`config.mk`:
```
export PLATFORM = sky130hd
export DESIGN_NAME = motor_driver
export DESIGN_NICKNAME = d
export VERILOG_FILES = /design/src/rtl/motor_driver.sv
export SDC_FILE = /design/constraint.sdc
export NUM_CORES = 1
export LEC_CHECK = 0
export BUFFER_PORTS_ARGS = -buffer_cell sky130_fd_sc_hd__buf_2
export CORE_UTILIZATION = 50
export DETAILED_ROUTE_END_ITERATION = 7
export GPL_ROUTABILITY_DRIVEN = 0
export PLACE_DENSITY = 0.69
export SLEW_MARGIN = 15
export SYNTH_ARGS = -nofsm -noshare
export SYNTH_HDL_FRONTEND = slang
export SYNTH_SLANG_ARGS = --single-unit
```
`constraint.sdc`:
```
create_clock -name cclk -period 2.9 [get_ports cclk]
set_input_delay 0.87 -clock cclk [delete_from_list [all_inputs] [get_ports cclk]]
set_output_delay 0.87 -clock cclk [all_outputs]
set_load 0.03 [all_outputs]
```
`src/rtl/motor_driver.sv`:
```
// motor_driver
//
// Turns a signed 8-bit velocity command into a PWM enable and a direction bit
// for an H-bridge. The command is sampled only at the end of each PWM period.
// Any reversal forces one full period of zero drive before the direction bit
// changes, so the bridge never changes direction while it is being driven.
//
// Ports:
//   cclk      in   1  system clock, all logic on its rising edge
//   rstb      in   1  synchronous active-low reset
//   velocity  in   8  signed command: sign = direction, magnitude = duty
//   ena       out  1  registered PWM enable
//   dir       out  1  registered direction, 0 = forward, 1 = reverse
//
// Parameters:
//   PRESCALE  system clocks per PWM count tick (>= 1)
//   PERIOD    PWM counts per period, also the full-scale magnitude (>= 1)
//
// Internal state of interest for checkers: pre, cnt, duty, pend, state.

module motor_driver #(
  parameter int PRESCALE = 8,
  parameter int PERIOD   = 127
) (
  input  logic       cclk,
  input  logic       rstb,
  input  logic [7:0] velocity,
  output logic       ena,
  output logic       dir
);

  localparam int PW = (PRESCALE > 1) ? $clog2(PRESCALE) : 1;
  // cnt and duty share one width; duty must be able to hold PERIOD itself.
  localparam int CW = (PERIOD > 1) ? $clog2(PERIOD + 1) : 1;

  localparam logic [PW-1:0] PRE_LAST = PW'(PRESCALE - 1);
  localparam logic [CW-1:0] CNT_LAST = CW'(PERIOD - 1);
  localparam logic [CW-1:0] FULL     = CW'(PERIOD);

  localparam logic [0:0] ST_RUN   = 1'b0;
  localparam logic [0:0] ST_BLANK = 1'b1;

  logic [PW-1:0] pre;
  logic [CW-1:0] cnt;
  logic [CW-1:0] duty;
  logic          pend;
  logic [0:0]    state;

  logic          tick;
  logic          boundary;
  logic          sgn;
  logic [8:0]    abs_v;
  logic [CW-1:0] mag;
  logic          ref_dir;
  logic          accept;

  assign tick     = (pre == PRE_LAST);
  assign boundary = tick && (cnt == CNT_LAST);
  assign sgn      = velocity[7];

  // Nine bits so that -128 becomes +128 before saturation.
  assign abs_v = sgn ? (9'd0 - {velocity[7], velocity}) : {1'b0, velocity};
  assign mag   = (int'(abs_v) > PERIOD) ? FULL : CW'(abs_v);

  // Leaving a blank, the command is judged against the direction being
  // committed (pend), not the one still showing on dir.
  assign ref_dir = (state == ST_BLANK) ? pend : dir;
  assign accept  = (mag == '0) || (sgn == ref_dir);

  always_ff @(posedge cclk) begin
    if (!rstb) begin
      pre   <= '0;
      cnt   <= '0;
      duty  <= '0;
      pend  <= 1'b0;
      state <= ST_RUN;
      ena   <= 1'b0;
      dir   <= 1'b0;
    end else begin
      pre <= tick ? '0 : pre + PW'(1);

      if (tick) begin
        cnt <= (cnt == CNT_LAST) ? '0 : cnt + CW'(1);
      end

      // One clock behind the cnt/duty comparison; duty = 0 never enables,
      // duty = PERIOD always enables.
      ena <= (cnt < duty);

      if (boundary) begin
        if (state == ST_BLANK) begin
          dir <= pend;
        end
        if (accept) begin
          duty  <= mag;
          state <= ST_RUN;
        end else begin
          // Reversal: zero drive for the coming period, remember the target.
          duty  <= '0;
          pend  <= sgn;
          state <= ST_BLANK;
        end
      end
    end
  end

endmodule

```
== Word-level counts from Yosys, hierarchy flattened ==
Cells that the tools add are included.

* Flip-flop bits (word level): 21

* Add/sub/neg operators: 3
* Order comparisons: 2
* Equal/unequal tests: 3
* Multiplexer cells: 6
* Bitwise logic cells: 2
* Reductions and logical operators: 5

{| class="wikitable"
|+ Operators by type and width
! operator !! count
|-
| 2-to-1 mux 7 bit || 3
|-
| greater-than comparator 9 x 7 -> 1 bit (second input constant) || 1
|-
| 2-to-1 mux 9 bit || 1
|-
| subtractor 1 x 8 -> 9 bit (first input constant) || 1
|-
| adder 7 x 1 -> 7 bit (second input constant) || 1
|-
| equality test 7 bit (second input constant) || 1
|-
| logical NOT 7 bit || 1
|-
| < comparator 7 bit || 1
|-
| adder 3 x 1 -> 3 bit (second input constant) || 1
|-
| equality test 3 bit (second input constant) || 1
|-
| 2-to-1 mux 1 bit || 2
|-
| inverter 1 bit || 2
|-
| AND reduction 2 bit || 1
|-
| OR reduction 2 bit || 1
|-
| equality test 1 bit || 1
|-
| logical AND 1 bit || 1
|-
| logical OR 1 bit || 1
|}

== Logic depth before layout (Yosys ltp) ==
* Word-level depth: 8
* Depth in mapped cells: 8
* Gate-level depth less buffers: 7

== Worst setup path before layout ==
Ideal clock, no wire load.

* Path kind: input-to-reg
* Start: input velocity[7]
* End: register pend
* Setup time: 72 ps
* Arrival time: 2275 ps
* Data required time: 2828 ps
* Path slack: 553 ps
* Cell stages on the path: 6
* Buffers on the path: 1
* Path through: buf_2 > or3b_1 > nor4_4 > nor4_2 > a311oi_4 > mux2i_1

* Longest elaborated chain between the ends: 8

{| class="wikitable"
|+ Ends and longest elaborated chain
! what !! RTL line !! source
|-
| from (decl) || 27 || <nowiki>input logic [7:0] velocity,</nowiki>
|-
| subtractor 1 x 8 -> 9 bit || 62 || <nowiki>assign abs_v = sgn ? (9'd0 - {velocity[7], velocity}) : {1'b0, velocity};</nowiki>
|-
| 2-to-1 mux 9 bit || 62 ||
|-
| greater-than comparator 9 x 7 -> 1 bit || 63 || <nowiki>assign mag = (int'(abs_v) > PERIOD) ? FULL : CW'(abs_v);</nowiki>
|-
| 2-to-1 mux 7 bit || 63 ||
|-
| logical NOT 7 bit || 68 || <nowiki>assign accept = (mag == '0) || (sgn == ref_dir);</nowiki>
|-
| logical OR 1 bit || 68 ||
|-
| inverter 1 bit (no source line) || n/a ||
|-
| AND reduction 2 bit (no source line) || n/a ||
|-
| to (signal assigned) || 100 || <nowiki>pend <= sgn;</nowiki>
|-
| to (decl) || 46 || <nowiki>logic pend;</nowiki>
|}

Several ways; a longest one is shown, not always the timed one.
A chain may end at the register's enable or synchronous reset.

== Final worst setup path ==
Same ends and word-level chain as after synthesis.

==> flow_metrics.tcl <==
set metrics [dict create \
    grt_pass1_wl_um 3950 \
    hold_violations 0 \
    dr.pass1.iters 4 \
    setup_viol 0 \
    overflow 0 \
    final_common_cell "dfxtp_1" \
    holdPathEnd "pre[0]" \
    leakagePower_nw 0.548 \
    yosysTopAreaCell "dfxtp_1" \
    cts_root_buf "clkbuf_4" \
    layout_min_cycle_time_ns 2.26 \
    dp_hpwl_um 1790 \
    period_share_pct 77.8 \
    syn_to_final_growth_pct 7.51 \
    drv_cap 0 \
    rr_worst_depth 6 \
    cts_hold_buffers 0 \
    layout-drive-gt1-share_pct 13.2 \
    yosys_warnings 0 \
    max_slew_margin_pct 69.6 \
    synth_seq_area_share_pct 32.8 \
    initial_core_util_pct 55.3 \
    antenna_found_initial 0 \
    wl_per_cell_um 12.8 \
    routed_wl_um 2310 \
    end_kind "flip-flop" \
    utilization_pct 59.5 \
    post_cts_resize_count 0 \
    power_density_mw_per_mm2 359 \
    num_rows 17 \
    vias 1002 \
    mostFrequentLayoutCells "21 x dfxtp_1, 16 x nor2_1, 12 x inv_1" \
    synth_mux_area_share_pct 3.90 \
    holdPathStages 1 \
    grt_pass1_vias 915 \
    portBuffers 11 \
    tightest_slew_ns 0.456 \
    cts_setup_buffers 0 \
    critPathKind "primary input to flip-flop" \
    core_mm2 0.00232 \
    final.fill_count 214 \
    slew_violations 0 \
    cts_made_buffers 3 \
    worstPathCellList "buf_2, or3b_1, nor4_4, nor4_2, a311oi_4, mux2i_1" \
    synth.avg_cell_area_um2 9.03 \
    skew_ns 0.00156 \
    dieArea_mm2 0.00277 \
    critical-path-slowest-cell "or3b_1" \
    die_x_um 52.6 \
    status "finished, final reports clean" \
    netlist_area_mm2 0.00128 \
    hold_slack_ns 0.439 \
    synth_nets 163 \
    arrival_ns 2.50 \
    instances_no_fill 180 \
    cpPeakStageDelay_ns 0.41 \
    worst_hold_startpoint "pre[0]" \
    ant_nets 0 \
    total_power_mw 0.495 \
    synth_area_leaders "dfxtp_1 33%, ha_1 11%, nor2_1 4.7%, mux2i_1 3.9%, inv_1 3.5%" \
    clock_latency_ns 0.30 \
    yosys.cell_types.count 44 \
    max_freq_mhz 443 \
    r2r_start "cnt[1]" \
    synth_xor_area_share_pct 6.15 \
    finalSetupTns_ns 0 \
    ir_drop_uv 275 \
    cts_max_path_buffers 2 \
    dieHeight_um 52.6 \
    syn_inst 142 \
    synth_compound_area_share_pct 17.1 \
    dr.first_iter.drc_count 14 \
    cts.clk_slew.worst_paths_ns 0.11 \
    vias_per_cell 5.57 \
    worstPathRequired_ns 3.14 \
    rsz0062_at_grt "false" \
    synthAdderAreaFrac_pct 10.7 \
    synthSimpleGateAreaFrac_pct 24.3 \
    clkSinkCount 21 \
    post-route-cell-area_mm2 0.00138 \
    drcViolationCount 0 \
    preCtsSetupSlack_ns 0.326 \
    grt_usage_pct 19.4 \
    htree_levels 1 \
    grt_max_degree 17 \
    r2r_slack_ns 0.94 \
    synth_top_family_by_area "simple AND/OR/NAND/NOR gates" \
    cts_tree "built" \
    io_pins 12 \
    setup_slack_ns 0.643 \
    synth-seq-cells 21 \
    crit_fanout 16 \
    hold_class "flip-flop to flip-flop" \
    r2r_end "duty[6]" \
    fin_nets 174 \
    antenna_cells 0 \
    synth_top_cell_area_share_pct 32.8 \
    cp-start-kind "primary input" \
    placed_cell_area_mm2 0.00135 \
    place_inst 176 \
]
Yosys cell counts:
cell and instances:
a2111oi_2 1, a211oi_1 2, a21boi_0 1, a21o_1 3, a311oi_4 1, a41oi_1 1
and2_1 1, and3_1 1, and3b_1 2, and4_1 1, buf_1 1, buf_2 1
clkbuf_1 3, dfxtp_1 21, ha_1 11, inv_1 12, mux2i_1 5, nand2_1 9
nand2b_1 3, nand3_1 6, nand4_1 3, nand4b_1 1, nor2_1 16, nor2b_1 2
nor3_1 1, nor3b_1 1, nor4_2 1, nor4_4 1, o211a_1 1, o21a_1 1
o21ai_0 1, o21ai_1 2, o22ai_1 7, o31a_1 1, o31ai_1 1, o32a_4 1
o32ai_1 1, or3_1 1, or3_4 1, or3b_1 1, or4_1 1, or4b_1 1
xnor2_1 4, xor2_1 5
metal layers:
layer	global-route usage, %	vias up	share of wire (%)
met5	0	-	0
met4	7.02	0	1.6
met3	4.35	4	2.9
met2	29.1	18	43
met1	26.8	452	52
li1	-	528	-
critical path: cells and delay by family:
kind            cells  cell delay, ns
buf+inv             1            0.23
mux                 1            0.20
simple gates        3            0.86
compound gates      1            0.33
layout make-up:
class,instances,area (µm²),share of cell area [%]
timing repair buffer,11,55.1,3.99
inverter,12,45.0,3.27
tap,28,35.0,2.54
multi-input combinational,104,797,57.8
clock buffer,4,26.3,1.91
sequential,21,420,30.5
state kept, by name, indices dropped and copies added (netlist names):
register  cells
state         1
duty          7
pend          1
ena           1
pre           3
cnt           7
dir           1
power by group:
part	internal [mW]	switching, mW	leakage (nW)
Sequential	0.292	0.00149	0.170
Clock	0.0536	0.0880	0.0150
Combinational	0.0232	0.0365	0.363
worst max-delay path by stage:
stage	start	end	slack (ns)	depth (start not counted)
final	velocity[7]	pend	0.64	6
after global routing	velocity[7]	pend	0.55	6
after CTS	velocity[7]	pend	0.65	6
after detailed placement	velocity[7]	pend	0.33	6
after global placement	velocity[7]	pend	0.37	6
after floorplan	velocity[7]	pend	0.55	6
cells by family (layout without fill, tap and decap cells):
family,after synthesis,count (layout)
muxes,5,5
adders and majority gates,11,11
xor gates and xnor gates,9,9
DFF,21,21
and+or+nand+nor,54,54
AOI/OAI and AO/OA,25,25
buffers and inverters,17,27
Note: power is estimated with default switching activity, not from simulation.
